===== src/rtl/ram_port_arbiter_pkg.sv =====
// Shared constants and owner encoding for the data-RAM port arbiter.
// The owner tag records which requester a pending RAM read belongs to.
package ram_port_arbiter_pkg;

    localparam int ADDR_W_DEF      = 10;
    localparam int DATA_W_DEF      = 32;
    localparam int MAX_CPU_RUN_DEF = 4;
    localparam int CNT_W           = 4;

    typedef enum logic [1:0] {
        OWN_NONE = 2'd0,
        OWN_CPU  = 2'd1,
        OWN_DISP = 2'd2
    } owner_t;

endpackage


===== src/rtl/ram_port_arbiter_if.sv =====
// Bundle of the CPU, display and RAM-side signals around the arbiter.
// The slave modport is the arbiter's view; master is the surrounding system.
interface ram_port_arbiter_if #(
    parameter int ADDR_W = ram_port_arbiter_pkg::ADDR_W_DEF,
    parameter int DATA_W = ram_port_arbiter_pkg::DATA_W_DEF
);
    logic              cpu_req;
    logic              cpu_we;
    logic [ADDR_W-1:0] cpu_addr;
    logic [DATA_W-1:0] cpu_wdata;
    logic              cpu_gnt;
    logic              cpu_rvalid;
    logic [DATA_W-1:0] cpu_rdata;
    logic              disp_req;
    logic [ADDR_W-1:0] disp_addr;
    logic              disp_gnt;
    logic              disp_rvalid;
    logic [DATA_W-1:0] disp_rdata;
    logic [ADDR_W-1:0] ram_addr;
    logic              ram_we;
    logic [DATA_W-1:0] ram_din;
    logic [DATA_W-1:0] ram_dout;

    modport slave (
        input  cpu_req, cpu_we, cpu_addr, cpu_wdata, disp_req, disp_addr, ram_dout,
        output cpu_gnt, cpu_rvalid, cpu_rdata, disp_gnt, disp_rvalid, disp_rdata,
               ram_addr, ram_we, ram_din
    );

    modport master (
        output cpu_req, cpu_we, cpu_addr, cpu_wdata, disp_req, disp_addr, ram_dout,
        input  cpu_gnt, cpu_rvalid, cpu_rdata, disp_gnt, disp_rvalid, disp_rdata,
               ram_addr, ram_we, ram_din
    );
endinterface


===== src/rtl/ram_port_arbiter_rr_starve_counter.sv =====
// Counts consecutive CPU grants while the display waits and forces a
// display slot once the CPU has used MAX_CPU_RUN of them.
module rr_starve_counter
    import ram_port_arbiter_pkg::*;
#(
    parameter int MAX_CPU_RUN = MAX_CPU_RUN_DEF
) (
    input  logic clk,
    input  logic rst,
    input  logic cpu_gnt,
    input  logic disp_gnt,
    input  logic disp_req,
    output logic force_disp
);
    localparam logic [CNT_W-1:0] MAX_CNT = CNT_W'(MAX_CPU_RUN);

    logic [CNT_W-1:0] run_cnt;

    // The run only counts while the display is actually being held off.
    always_ff @(posedge clk) begin
        if (rst) begin
            run_cnt <= '0;
        end else if (disp_gnt || !disp_req) begin
            run_cnt <= '0;
        end else if (cpu_gnt && (run_cnt != MAX_CNT)) begin
            run_cnt <= run_cnt + 1'b1;
        end
    end

    assign force_disp = (run_cnt == MAX_CNT);

endmodule


===== src/rtl/ram_port_arbiter.sv =====
// Single-port data RAM arbiter: fixed CPU priority with a bounded display
// starvation guarantee, and routing of 1-cycle-latency read data to its owner.
module ram_port_arbiter
    import ram_port_arbiter_pkg::*;
#(
    parameter int ADDR_W      = ADDR_W_DEF,
    parameter int DATA_W      = DATA_W_DEF,
    parameter int MAX_CPU_RUN = MAX_CPU_RUN_DEF
) (
    input logic               clk,
    input logic               rst,
    ram_port_arbiter_if.slave bus
);
    logic              cpu_gnt;
    logic              disp_gnt;
    logic              force_disp;
    logic              rd_cpu;
    logic              rd_disp;
    owner_t            rd_owner;
    logic [DATA_W-1:0] cpu_rdata_q;
    logic [DATA_W-1:0] disp_rdata_q;

    rr_starve_counter #(.MAX_CPU_RUN(MAX_CPU_RUN)) u_starve (
        .clk       (clk),
        .rst       (rst),
        .cpu_gnt   (cpu_gnt),
        .disp_gnt  (disp_gnt),
        .disp_req  (bus.disp_req),
        .force_disp(force_disp)
    );

    always_comb begin
        cpu_gnt  = 1'b0;
        disp_gnt = 1'b0;
        if (!rst) begin
            if (bus.cpu_req && !(bus.disp_req && force_disp)) begin
                cpu_gnt = 1'b1;
            end else if (bus.disp_req) begin
                disp_gnt = 1'b1;
            end
        end
    end

    always_comb begin
        bus.ram_addr = '0;
        bus.ram_we   = 1'b0;
        bus.ram_din  = '0;
        if (cpu_gnt) begin
            bus.ram_addr = bus.cpu_addr;
            bus.ram_we   = bus.cpu_we;
            bus.ram_din  = bus.cpu_wdata;
        end else if (disp_gnt) begin
            bus.ram_addr = bus.disp_addr;
        end
    end

    // Tag each granted read so the data arriving next cycle finds its owner.
    always_ff @(posedge clk) begin
        if (rst) begin
            rd_owner <= OWN_NONE;
        end else if (cpu_gnt && !bus.cpu_we) begin
            rd_owner <= OWN_CPU;
        end else if (disp_gnt) begin
            rd_owner <= OWN_DISP;
        end else begin
            rd_owner <= OWN_NONE;
        end
    end

    always_ff @(posedge clk) begin
        if (rst) begin
            cpu_rdata_q  <= '0;
            disp_rdata_q <= '0;
        end else begin
            if (rd_owner == OWN_CPU)  cpu_rdata_q  <= bus.ram_dout;
            if (rd_owner == OWN_DISP) disp_rdata_q <= bus.ram_dout;
        end
    end

    // A reset in the return cycle discards the pending read entirely.
    assign rd_cpu  = (rd_owner == OWN_CPU)  && !rst;
    assign rd_disp = (rd_owner == OWN_DISP) && !rst;

    assign bus.cpu_gnt     = cpu_gnt;
    assign bus.disp_gnt    = disp_gnt;
    assign bus.cpu_rvalid  = rd_cpu;
    assign bus.disp_rvalid = rd_disp;
    assign bus.cpu_rdata   = rd_cpu  ? bus.ram_dout : (rst ? '0 : cpu_rdata_q);
    assign bus.disp_rdata  = rd_disp ? bus.ram_dout : (rst ? '0 : disp_rdata_q);

endmodule


===== src/flat_wrapper.sv =====
// flat-port wrapper written by rule: the top's interface ports become plain ports
module ram_port_arbiter_flat import ram_port_arbiter_pkg::*;
#(
    parameter int ADDR_W      = ADDR_W_DEF,
    parameter int DATA_W      = DATA_W_DEF,
    parameter int MAX_CPU_RUN = MAX_CPU_RUN_DEF
)
  (clk, rst, bus_cpu_req, bus_cpu_we, bus_cpu_addr, bus_cpu_wdata, bus_disp_req, bus_disp_addr, bus_ram_dout, bus_cpu_gnt, bus_cpu_rvalid, bus_cpu_rdata, bus_disp_gnt, bus_disp_rvalid, bus_disp_rdata, bus_ram_addr, bus_ram_we, bus_ram_din);
  ram_port_arbiter_if #(.ADDR_W(ADDR_W), .DATA_W(DATA_W)) bus_i ();
  input logic clk;
  input logic rst;
  input wire logic [$bits(bus_i.cpu_req)-1:0] bus_cpu_req;
  input wire logic [$bits(bus_i.cpu_we)-1:0] bus_cpu_we;
  input wire logic [$bits(bus_i.cpu_addr)-1:0] bus_cpu_addr;
  input wire logic [$bits(bus_i.cpu_wdata)-1:0] bus_cpu_wdata;
  input wire logic [$bits(bus_i.disp_req)-1:0] bus_disp_req;
  input wire logic [$bits(bus_i.disp_addr)-1:0] bus_disp_addr;
  input wire logic [$bits(bus_i.ram_dout)-1:0] bus_ram_dout;
  output wire logic [$bits(bus_i.cpu_gnt)-1:0] bus_cpu_gnt;
  output wire logic [$bits(bus_i.cpu_rvalid)-1:0] bus_cpu_rvalid;
  output wire logic [$bits(bus_i.cpu_rdata)-1:0] bus_cpu_rdata;
  output wire logic [$bits(bus_i.disp_gnt)-1:0] bus_disp_gnt;
  output wire logic [$bits(bus_i.disp_rvalid)-1:0] bus_disp_rvalid;
  output wire logic [$bits(bus_i.disp_rdata)-1:0] bus_disp_rdata;
  output wire logic [$bits(bus_i.ram_addr)-1:0] bus_ram_addr;
  output wire logic [$bits(bus_i.ram_we)-1:0] bus_ram_we;
  output wire logic [$bits(bus_i.ram_din)-1:0] bus_ram_din;
  assign bus_i.cpu_req = bus_cpu_req;
  assign bus_i.cpu_we = bus_cpu_we;
  assign bus_i.cpu_addr = bus_cpu_addr;
  assign bus_i.cpu_wdata = bus_cpu_wdata;
  assign bus_i.disp_req = bus_disp_req;
  assign bus_i.disp_addr = bus_disp_addr;
  assign bus_i.ram_dout = bus_ram_dout;
  assign bus_cpu_gnt = bus_i.cpu_gnt;
  assign bus_cpu_rvalid = bus_i.cpu_rvalid;
  assign bus_cpu_rdata = bus_i.cpu_rdata;
  assign bus_disp_gnt = bus_i.disp_gnt;
  assign bus_disp_rvalid = bus_i.disp_rvalid;
  assign bus_disp_rdata = bus_i.disp_rdata;
  assign bus_ram_addr = bus_i.ram_addr;
  assign bus_ram_we = bus_i.ram_we;
  assign bus_ram_din = bus_i.ram_din;
  ram_port_arbiter #(.ADDR_W(ADDR_W), .DATA_W(DATA_W), .MAX_CPU_RUN(MAX_CPU_RUN)) u_core (.clk(clk), .rst(rst), .bus(bus_i));
endmodule

===== config.mk =====
export PLATFORM = sky130hd
export DESIGN_NAME = ram_port_arbiter_flat
export DESIGN_NICKNAME = d
export VERILOG_FILES = /design/src/rtl/ram_port_arbiter_pkg.sv /design/src/rtl/ram_port_arbiter_if.sv /design/src/rtl/ram_port_arbiter_rr_starve_counter.sv /design/src/rtl/ram_port_arbiter.sv /design/src/flat_wrapper.sv
export SDC_FILE = /design/constraint.sdc
export NUM_CORES = 1
export LEC_CHECK = 0
export CAP_MARGIN = 5
export CORE_MARGIN = 2
export CORE_UTILIZATION = 35
export CTS_BUF_LIST = sky130_fd_sc_hd__clkbuf_16
export DETAILED_ROUTE_END_ITERATION = 16
export PLACE_DENSITY = 0.77
export SLEW_MARGIN = 30
export SYNTH_ARGS = -nofsm -noshare
export SYNTH_HDL_FRONTEND = slang
export SYNTH_SLANG_ARGS = --single-unit

===== constraint.sdc =====
create_clock -name clk -period 3.55 [get_ports clk]
set_input_delay 0.71 -clock clk [delete_from_list [all_inputs] [get_ports clk]]
set_output_delay 0.71 -clock clk [all_outputs]
set_load 0.02 [all_outputs]

## Yosys cells after proc, flatten, opt, wreduce, memory -nomap -nowiden

Cells that the tools add are included.

| storage, ports and cells | value |
|---|---|
| memories | 0 |
| word-level logic and storage cells | 38 |
| bits of input ports | 89 |
| ROM bits | 0 |
| output and inout port bits | 111 |
| register bits after elaboration | 70 |
| bits in latches | 0 |
| memory bits (writable) | 0 |

| cells by class | value |
|---|---|
| shifts and indexed selects | 0 |
| reductions and logical operators | 13 |
| eq/ne operators | 4 |
| $lt $le $gt $ge | 0 |
| bitwise gates (word level) | 0 |
| divide/modulo/power cells | 0 |
| multiplexer cells | 15 |
| multipliers | 0 |
| add/sub/neg operators | 1 |

Operators with widths:

| cell | count |
|---|---|
| two-way mux 32 bit | 5 |
| two-way mux 10 bit | 2 |
| two-way mux 1 bit | 7 |
| logical AND 1 bit | 6 |
| adder 4 x 1 -> 4 bit (second input constant) | 1 |
| equality test 4 x 3 -> 1 bit (second input constant) | 1 |
| zero test 1 bit | 4 |
| inequality test 4 x 3 -> 1 bit (second input constant) | 1 |
| OR reduction 2 bit | 2 |
| equality test 2 x 1 -> 1 bit (second input constant) | 1 |
| equality test 2 bit (second input constant) | 1 |
| two-way mux 2 bit | 1 |
| logical OR 1 bit | 1 |

## Depth between registers and ports, before layout

Gate-level depths: netlist of run 1.

| logic depth | value |
|---|---|
| word-level depth | 8 |
| depth in mapped cells | 6 |
| mapped depth without buffers | 5 |

## Modules after synthesis

Synthesis of run 1 repeated with hierarchy kept, for this count alone.

| unflattened totals | value |
|---|---|
| cell total of the unflattened synthesis | 451 |
| area total of the unflattened synthesis | 3278.1 um^2 |

Modules (own cells, without submodules):

| module | sequential area each (um^2) | area an instance (um^2) | cells an instance | times used |
|---|---|---|---|---|
| ram_port_arbiter | 1321.3 | 3054.2 | 426 | 1 |
| rr_starve_counter | 80.1 | 224.0 | 25 | 1 |

## Worst setup path after synthesis of run 1

No wires, ideal clock.

| timing | value |
|---|---|
| kind | input port to output port |
| from | in rst |
| to | out bus_ram_din[22] |
| data required time | 2.840 ns |
| stages | 5 |
| path slack | 1.127 ns |
| data arrival time | 1.713 ns |
| buffers on the path | 2 |
| cell sequence | clkbuf_1 -> nand2b_1 -> a21oi_4 -> buf_2 -> and2_1 |

| between the ends | value |
|---|---|
| longest elaborated chain between the ends | 2 |

RTL lines:

| item | RTL line | text |
|---|---|---|
| start: declaration | flat_wrapper.sv:11 | `input logic rst;` |
| two-way mux 1 bit | ram_port_arbiter.sv:35 | `if (!rst) begin` |
| named net bus_cpu_gnt | flat_wrapper.sv:19 | `output wire logic [$bits(bus_i.cpu_gnt)-1:0] bus_cpu_gnt;` |
| two-way mux 32 bit | ram_port_arbiter.sv:48 | `if (cpu_gnt) begin` |
| end: declaration | flat_wrapper.sv:27 | `output wire logic [$bits(bus_i.ram_din)-1:0] bus_ram_din;` |

The timed path passes the listed nets, and every way through them passes these cells.

## Worst setup path in the final report of run 1

| timing | value |
|---|---|
| from | in bus_cpu_req |
| to | out bus_ram_addr[8] |

| between the ends | value |
|---|---|
| longest elaborated chain between the ends | 5 |
| elaborated cells on any way between the ends | 7 |
| those cells by class | 6 x mux; 1 x reduce/logical |

RTL lines:

| item | RTL line | text |
|---|---|---|
| start: declaration | flat_wrapper.sv:12 | `input wire logic [$bits(bus_i.cpu_req)-1:0] bus_cpu_req;` |
| logical AND 1 bit * | ram_port_arbiter.sv:36 | `if (bus.cpu_req && !(bus.disp_req && force_disp)) begin` |
| two-way mux 1 bit | ram_port_arbiter.sv:36 |  |
| two-way mux 1 bit | ram_port_arbiter.sv:35 |  |
| two-way mux 10 bit | ram_port_arbiter.sv:52 | `end else if (disp_gnt) begin` |
| two-way mux 10 bit * | ram_port_arbiter.sv:48 |  |
| end: declaration | flat_wrapper.sv:25 | `output wire logic [$bits(bus_i.ram_addr)-1:0] bus_ram_addr;` |

Every way passes the cells marked *; elsewhere a longest branch is shown, timed or not.

==> run_results.csv, run 1 <==
group,metric,value,unit
route,wl,11080,µm
clock_tree,clkLatencyLatePin,0.32,ns
floorplan,dieArea,9873,µm²
worst_setup_path,critPathLaunchType,"input pin",
floorplan,core_area,8763,µm²
logic_synthesis,seq_area_frac_synth,0.4403,
logic_synthesis,synth-simple-area-share,0.2551,
logic_synthesis,yosysWarnings,0,
worst_setup_path,cp-end-kind,"primary output",
logic_synthesis,synth_nets,527,
logic_synthesis,muxShareOfSynthArea,0.003145,
global_route,grt_max_degree,131,
floorplan,rows,34,
sta,finalSetupViolCount,0,
clock_tree,ctsHoldBuffers,0,
sta,slew_headroom,0.6386,
route,wire_per_inst,15.09,µm
worst_hold_path,hp-class,"reg2reg",
route,via_per_inst,4.922,
final_layout,nets,711,
clock_tree,cts_tree,"yes",
worst_setup_path,crit_path_max_fanout,45,
global_route,grtUsageTotal,0.2177,
floorplan,die_y,99.37,µm
floorplan,ios,200,
status,status,"finished clean",
worst_setup_path,slowest_stage,"clkdlybuf4s50_1",
logic_synthesis,synth-compound-area-share,0.2386,
worst_setup_path,cp_common_cell,"clkdlybuf4s50_1",
clock_tree,clock_path_buffers,2,
clock_tree,cts-root-buf,"clkbuf_16",
clock_tree,clock_sinks,70,
sta,slew_viol_final,0,
logic_synthesis,netlist_instances,436,
sta,tightest_slew,0.5420,ns
final_layout,area_growth,74.41,%
sta,fin_crit,3.220,ns
pwr,p_leak,1.986,nW
worst_setup_path,cp.required,2.84,ns
route,ant_nets,0,
placement,hpwlAfterDp,8627,µm
logic_synthesis,syn_avg_cell_area,7.301,µm²
sta,finalClockSkew,0.008472,ns
floorplan,initial_utilization,0.3632,
route,drtIter0Drc,178,
worst_setup_path,path_cells,"clkdlybuf4s50_1 -> nand2b_1 -> a21oi_4 -> buf_12 -> a22o_1 -> clkdlybuf4s50_1",
worst_setup_path,criticalPathCategory,"in2out",
logic_synthesis,synth_xor_area_frac,0,
pwr,p_per_area,377.0,nW/µm²
global_route,overflow,0,
sta,max_freq,310.6,MHz
pwr,ir_worst_vdd,0.1985,mV
logic_synthesis,ys_types,22,
logic_synthesis,synth_area,3183,µm²
sta,finalHoldViolCount,0,
logic_synthesis,synth_fa_ha_area_frac,0.007862,
final_layout,drive_gt1_frac,0.05920,
clock_tree,cts_buffers,9,
global_route,grt_pass1_wl,16750,µm
floorplan,die_x,99.37,µm
clock_tree,cts_setup_buffers,0,
logic_synthesis,ys_ff_latch,70,
final_layout,fin_util,0.6335,
worst_setup_path,crit_path_max_incr_delay,0.64,ns
sta,rsz0062_at_grt,"false",
sta,fin_setup_tns,0,ns
global_route,grt_pass1_vias,3481,
clock_tree,path_clk_slew,0.05,ns
global_route,antenna_found_initial,1,
sta,fin_crit_sh,0.9070,
route,vias,3613,
clock_tree,htree_levels,3,
clock_tree,cts_resized,0,
worst_setup_path,critical_path_arrival,2.51,ns
route,drc,0,
route,first_pass_iters,4,
placement,numPortBuffers,199,
logic_synthesis,synth_top_family_by_area,"simple AND/OR/NAND/NOR gates",
placement,gp_congestion,0.8549,
run,max_cap_violations,0,
## path summary, 6_finish.rpt
kind / from / endpoint / slack, ns / cells after the start
max reg2reg: u_core.u_starve.run_cnt[0] / u_core.u_starve.run_cnt[2] / 1.97 / 5
min reg2reg: u_core.disp_rdata_q[31] / u_core.disp_rdata_q[31] / 0.46 / 2
max: bus_cpu_req / bus_ram_addr[8] / 0.33 / 6
min: u_core.disp_rdata_q[31] / u_core.disp_rdata_q[31] / 0.46 / 2
## layer usage
metal	share of wire	track usage
met5	0	0
met4	0.015	0.06955
met3	0.082	0.08292
met2	0.53	0.3971
met1	0.37	0.2306
## final cells by class
type,count,area [µm²]
Clock inverter,7,72.57
Timing Repair Buffer,209,2092
Sequential cell,70,1401
Tap cell,108,135.1
Clock buffer,9,225.2
Inverter,3,11.26
Multi-Input combinational cell,327,1612
Antenna cell,1,2.502
Fill cell,741,3212
## state kept, by name, indices dropped and copies added (netlist names)
register / count
u_core.u_starve.run_cnt: 4
u_core.cpu_rdata_q: 32
u_core.disp_rdata_q: 32
u_core.rd_owner: 2
## cells by family after synthesis
group | Yosys count
AND/OR/NAND/NOR | 182
AO/OA/AOI/OAI | 142
adder cells (fa/ha/maj) | 2
buffers and inverters | 39
multiplexers | 1
flip-flops | 70
## layout by cell type, fill, tap and decap left out, types with 4 or more instances in the layout
| cell type | synthesis | layout |
|---|---|---|
| nand2_1 | 129 | 129 |
| a22o_1 | 10 | 10 |
| clkdlybuf4s50_1 | 0 | 194 |
| a21oi_1 | 131 | 131 |
| nand2b_1 | 4 | 4 |
| dfxtp_1 | 70 | 70 |
| and2_1 | 33 | 33 |
| buf_4 | 1 | 12 |
| clkbuf_16 | 0 | 9 |
| nor2_1 | 7 | 7 |
## cell usage after synthesis (all sizes together)
cell,number,share of area
nand3,1,0.0016
nor2,7,0.0083
inv,3,0.0035
a21oi,132,0.21
and3b,1,0.0039
buf,19,0.031
clkbuf,17,0.021
a22o,10,0.028
and2,33,0.065
nor3,2,0.0047
nand2b,4,0.0079
nand2,129,0.15
nor2b,3,0.0059
nand3b,1,0.0024
or3b,1,0.0035
dfxtp,70,0.44
ha,2,0.0079
mux2i,1,0.0031
## metrics by stage
step                      instances  hold WS [ns]  cell area [µm²]  total power [mW]  setup WS [ns]
after global routing            734        0.4745             5552             2.184         0.2491
after floorplan                 436        0.4297             3183             1.009          1.127
after detailed placement        717        0.4556             5251             1.237         0.3286
final                           734        0.4620             5552             2.093         0.3301
after CTS                       733        0.4627             5549             2.117         0.3214
after global placement          717        0.4487             5251             1.231         0.3553
## worst max-delay path: cells and delay by family
kind	cells	cell delay, ns
buf+inv	3	1.36
compound gates	2	0.31
simple gates	1	0.12
## where the power goes
group	internal [mW]	switching (mW)
Clock	0.544	0.331
Combinational	0.208	0.192
Sequential	0.811	0.00752
Note: power is estimated with default switching activity, not from simulation.
==> run 2, diff against run 1 <==
==> constraint.sdc (replaced) <==
create_clock -name clk -period 3.9 [get_ports clk]
set_input_delay 0.78 -clock clk [delete_from_list [all_inputs] [get_ports clk]]
set_output_delay 0.78 -clock clk [all_outputs]
set_load 0.02 [all_outputs]
==> run_results.csv, run 2 (synthesized netlist as in run 1, its figures left out) <==
group,metric,value,unit
sta,slew_viol_final,0,
route,drtIter0Drc,143,
worst_setup_path,critical_path_arrival,2.72,ns
placement,placed_area,5221,µm²
global_route,use_met3,0.08082,
final_layout,reg_top3,"u_core.cpu_rdata_q x32, u_core.disp_rdata_q x32, u_core.u_starve.run_cnt x4",
worst_setup_path,critPathLaunchType,"input pin",
status,status,"finished clean",
worst_setup_path,path_cells,"clkdlybuf4s50_1 -> nand2b_1 -> a21oi_4 -> buf_4 -> and2_1 -> clkdlybuf4s50_1",
clock_tree,ctsHoldBuffers,0,
pwr,p_per_area,344.9,nW/µm²
final_layout,nets,709,
floorplan,rows,34,
sta,fin_setup_tns,0,ns
global_route,grt_pass1_vias,3381,
route,wire_per_inst,15.99,µm
sta,rsz0062_at_grt,"false",
clock_tree,cts_buffers,9,
global_route,grt_max_degree,131,
clock_tree,cts-root-buf,"clkbuf_16",
pwr,ir_worst_vdd,0.2140,mV
sta,fin_crit,3.499,ns
sta,fin_crit_sh,0.8972,
clock_tree,htree_levels,3,
sta,max_freq,285.8,MHz
worst_setup_path,slowest_stage,"clkdlybuf4s50_1",
floorplan,initial_utilization,0.3632,
clock_tree,clock_sinks,70,
sta,finalSetupViolCount,0,
worst_setup_path,path_buf_inv,3,
sta,tightest_slew,0.7319,ns
global_route,grt_pass1_wl,17280,µm
final_layout,final_area,5513,µm²
global_route,grt_use_met1,0.2361,
global_route,grt_busiest_layer,"met2",
worst_setup_path,cp_common_cell,"clkdlybuf4s50_1",
sta,finalHoldViolCount,0,
clock_tree,cts_tree,"yes",
global_route,overflow,0,
final_layout,drive_gt1_frac,0.04655,
placement,hpwlAfterDp,9078,µm
worst_hold_path,min_path_cells,2,
worst_setup_path,cp_top_family,"buffers and inverters",
route,first_pass_iters,4,
global_route,grtUsageTotal,0.2296,
worst_hold_path,hp-start,"u_core.disp_rdata_q[26]",
route,drc,0,
floorplan,die_x,99.37,µm
pwr,p_leak,1.963,nW
worst_setup_path,crit_path_max_fanout,45,
clock_tree,cts_resized,0,
worst_setup_path,cp-end-kind,"primary output",
worst_setup_path,criticalPathCategory,"in2out",
final_layout,fillerInstances,757,
worst_setup_path,reg2regPathDepth,4,
final_layout,diodes,0,
placement,numPortBuffers,199,
placement,gp_congestion,0.9295,
final_layout,final_cell_mix,"clkdlybuf4s50_1 (198), a21oi_1 (131), nand2_1 (129)",
sta,slew_headroom,0.5121,
worst_setup_path,reg2reg_to,"u_core.cpu_rdata_q[27]",
route,vias,3610,
final_layout,layout_commonest_cell,"clkdlybuf4s50_1",
worst_setup_path,cp.required,3.12,ns
clock_tree,path_clk_slew,0.06,ns
floorplan,die_y,99.37,µm
clock_tree,clock_path_buffers,2,
floorplan,ios,200,
worst_setup_path,rr_startpoint,"u_core.rd_owner[1]",
global_route,antenna_found_initial,0,
worst_hold_path,hp-class,"reg2reg",
clock_tree,clkLatencyLatePin,0.33,ns
worst_setup_path,crit_path_max_incr_delay,0.64,ns
sta,finalClockSkew,0.008986,ns
clock_tree,cts_setup_buffers,0,
route,wl,11690,µm
final_layout,area_growth,73.19,%
run,max_cap_violations,0,
route,via_per_inst,4.938,
floorplan,core_area,8763,µm²
worst_setup_path,regToRegSetupSlack,2.25,ns
global_route,met2_usage,0.4226,
route,ant_nets,0,
floorplan,dieArea,9873,µm²
worst_hold_path,min_to,"u_core.disp_rdata_q[26]",
[run 2: worst max-delay path by stage]
stage / start / end / slack, ns / cells after the start
after detailed placement: bus_cpu_req / bus_ram_din[18] / 0.41 / 6
after floorplan: rst / bus_ram_din[22] / 1.34 / 5
after CTS: bus_cpu_req / bus_ram_din[18] / 0.41 / 6
after global placement: bus_cpu_req / bus_ram_addr[3] / 0.46 / 6
final: bus_cpu_req / bus_ram_din[18] / 0.40 / 6
after global routing: u_core.rd_owner[1] / bus_cpu_rdata[23] / 0.32 / 5
[run 2: final cells by class]
type	count	area (µm²)	area share
Clock buffer	9	225.2	0.04085
Multi-Input combinational cell	327	1612	0.2923
Inverter	3	11.26	0.002043
Timing Repair Buffer	207	2062	0.3740
Sequential cell	70	1401	0.2542
Tap cell	108	135.1	0.02451
Clock inverter	7	66.31	0.01203
[run 2: power by group]
part	switching [mW]	internal, mW	total [mW]	leakage, nW
logic	0.176	0.186	0.363	1.25
registers	0.00686	0.738	0.745	0.568
clock network	0.304	0.490	0.793	0.140
total	0.487	1.41	1.90	1.96
[run 2: per-layer routing]
layer / vias up / wire, µm
met2: 142 / 6247
met5: - / 0
met3: 14 / 959
li1: 1819 / -
met1: 1635 / 4143
met4: 0 / 342
[run 2: per-stage QoR]
step / power (mW) / hold slack (ns) / util / cells / worst slack, ns
after global routing: 1.975 / 0.4851 / 0.6291 / 731 / 0.3153
after floorplan: 0.9181 / 0.4297 / - / 436 / 1.337
after detailed placement: 1.125 / 0.4559 / 0.5958 / 715 / 0.4133
final: 1.901 / 0.4613 / 0.6291 / 731 / 0.4009
after CTS: 1.919 / 0.4637 / 0.6291 / 731 / 0.4091
after global placement: 1.119 / 0.4428 / 0.5958 / 715 / 0.4600
[run 2: worst register-to-register path, stage by stage (launching register included)]
cell,delay (ns)
dfxtp_1,0.37
nand2b_1,0.60
buf_4,0.35
nand2_1,0.11
a21oi_1,0.15
==> run 3, diff against run 2 <==
--- a/config.mk
+++ b/config.mk
@@ -6,6 +6,7 @@
 export NUM_CORES = 1
 export LEC_CHECK = 0
 export CAP_MARGIN = 5
+export CORE_ASPECT_RATIO = 2
 export CORE_MARGIN = 2
 export CORE_UTILIZATION = 35
 export CTS_BUF_LIST = sky130_fd_sc_hd__clkbuf_16
==> run_results.csv, run 3 (synthesized netlist as in run 1, its figures left out) <==
group,metric,value,unit
worst_setup_path,regToRegSetupSlack,2.22,ns
worst_setup_path,cp-end-kind,"primary output",
pwr,combPwrFrac,0.186,
clock_tree,cts_tree,"yes",
final_layout,nets,711,
global_route,overflow,0,
worst_setup_path,reg2reg_to,"u_core.cpu_rdata_q[21]",
worst_setup_path,crit_path_max_fanout,17,
global_route,grt_max_degree,72,
placement,gp_congestion,0.9202,
pwr,clkPwrFrac,0.432,
final_layout,area_growth,74.14,%
route,first_pass_iters,4,
clock_tree,cts-root-buf,"clkbuf_16",
pwr,p_per_area,352.4,nW/µm²
worst_setup_path,reg2regPathDepth,4,
floorplan,die_y,138.9,µm
sta,slew_viol_final,0,
route,drc,0,
route,wl,11300,µm
final_layout,layout_commonest_cell,"clkdlybuf4s50_1",
global_route,grt_pass1_vias,3614,
route,drtIter0Drc,131,
global_route,grtUsageTotal,0.2279,
route,ant_nets,0,
worst_setup_path,startpoint,"u_core.rd_owner[0]",
clock_tree,clock_path_buffers,2,
placement,dp_cells,711,
worst_setup_path,crit_path_end,"bus_cpu_rdata[29]",
final_layout,drive_gt1_frac,0.05120,
worst_setup_path,critPathLaunchType,"flop",
status,status,"finished clean",
sta,finalClockSkew,0.006547,ns
sta,finalSetupViolCount,0,
route,via_per_inst,4.972,
sta,fin_crit_sh,0.8827,
worst_setup_path,cp.required,3.12,ns
route,wire_per_inst,15.55,µm
floorplan,dieArea,9920,µm²
route,vias,3615,
pwr,p_sw,0.4726,mW
final_layout,final_cell_mix,"clkdlybuf4s50_1 (198), a21oi_1 (131), nand2_1 (129)",
pwr,ir_worst_vdd,0.2961,mV
floorplan,initial_utilization,0.3581,
floorplan,die_x,71.44,µm
sta,tightest_slew,0.7129,ns
worst_hold_path,hp-class,"reg2reg",
sta,finalHoldViolCount,0,
global_route,grt_pass1_wl,17210,µm
clock_tree,ctsHoldBuffers,0,
floorplan,core_area,8890,µm²
run,max_cap_violations,0,
sta,max_freq,290.5,MHz
worst_setup_path,rr_startpoint,"u_core.rd_owner[0]",
clock_tree,cts_setup_buffers,0,
floorplan,rows,49,
pwr,switching_share,0.2419,
final_layout,diodes,0,
floorplan,ios,200,
sta,fin_crit,3.442,ns
placement,hpwlAfterDp,8946,µm
final_layout,instances_no_fill,727,
pwr,p_int,1.481,mW
clock_tree,clkLatencyLatePin,0.33,ns
pwr,sequentialPowerShare,0.382,
worst_setup_path,critical_path_arrival,2.66,ns
final_layout,reg_top3,"u_core.cpu_rdata_q x32, u_core.disp_rdata_q x32, u_core.u_starve.run_cnt x4",
clock_tree,cts_buffers,9,
clock_tree,cts_resized,0,
global_route,antenna_found_initial,0,
sta,fin_setup_tns,0,ns
sta,slew_headroom,0.5226,
worst_setup_path,criticalPathCategory,"reg2out",
clock_tree,clock_sinks,70,
clock_tree,path_clk_slew,0.05,ns
worst_hold_path,min_path_cells,2,
sta,rsz0062_at_grt,"false",
placement,numPortBuffers,199,
clock_tree,htree_levels,3,
pwr,p_leak,1.980,nW
[run 3: changes by cell type in the layout (fill, tap and decap cells not counted)]
cell / before / now
clkinv_2: 1 / 2
buf_4: 8 / 10
inv_1: 4 / 3
bufinv_16: 1 / 2
clkinv_4: 1 / 0
[run 3: per-layer routing]
layer	part of all wire	vias to the layer above	global-route usage	wire length, µm
li1	-	1817	-	-
met3	0.080	20	0.07340	908
met4	0.040	0	0.1231	448
met2	0.57	175	0.4337	6387
met5	0	-	0	0
met1	0.31	1603	0.2002	3557
[run 3: worst min path at each step]
stage                                      end                        from
finish                  u_core.disp_rdata_q[4]      u_core.disp_rdata_q[4]
global route            u_core.cpu_rdata_q[29]      u_core.cpu_rdata_q[29]
CTS                    u_core.disp_rdata_q[20]     u_core.disp_rdata_q[20]
detailed placement     u_core.disp_rdata_q[20]     u_core.disp_rdata_q[20]
global placement    u_core.u_starve.run_cnt[0]  u_core.u_starve.run_cnt[0]
floorplan           u_core.u_starve.run_cnt[0]  u_core.u_starve.run_cnt[0]
[run 3: worst max-delay path, stage by stage, from the launching register on]
cell             delay [ns]
dfxtp_1                0.36
nor2b_2                0.62
buf_4                  0.36
nand2_1                0.10
a21oi_1                0.24
clkdlybuf4s50_1        0.66
[run 3: area by class of cell]
class,instances,area [µm²]
repair buffers,209,2077
well taps,102,127.6
flip-flops and latches,70,1401
inverters,3,11.26
fillers,798,3347
multi-input cells,327,1612
clock inverters,7,88.84
clock buffers,9,225.2
[run 3: per-stage QoR]
step | utilization | setup WS, ns | hold slack [ns] | power (mW) | instance area, µm²
after floorplan | - | 1.337 | 0.4297 | 0.9181 | 3183
after global placement | 0.5882 | 0.5168 | 0.4474 | 1.122 | 5229
after detailed placement | 0.5882 | 0.4747 | 0.4577 | 1.126 | 5229
after CTS | 0.6235 | 0.4771 | 0.4650 | 1.973 | 5543
after global routing | 0.6235 | 0.3477 | 0.4853 | 2.026 | 5543
final | 0.6235 | 0.4577 | 0.4606 | 1.953 | 5543
[run 3: power by group through the flow]
stage          clock network [mW]  logic [mW]  registers [mW]
2_1_floorplan                   0       0.160           0.759
3_3_place_gp                    0       0.362           0.760
3_5_place_dp                    0       0.365           0.761
4_1_cts                     0.861       0.367           0.745
5_1_grt                     0.890       0.389           0.747
6_report                    0.844       0.364           0.746
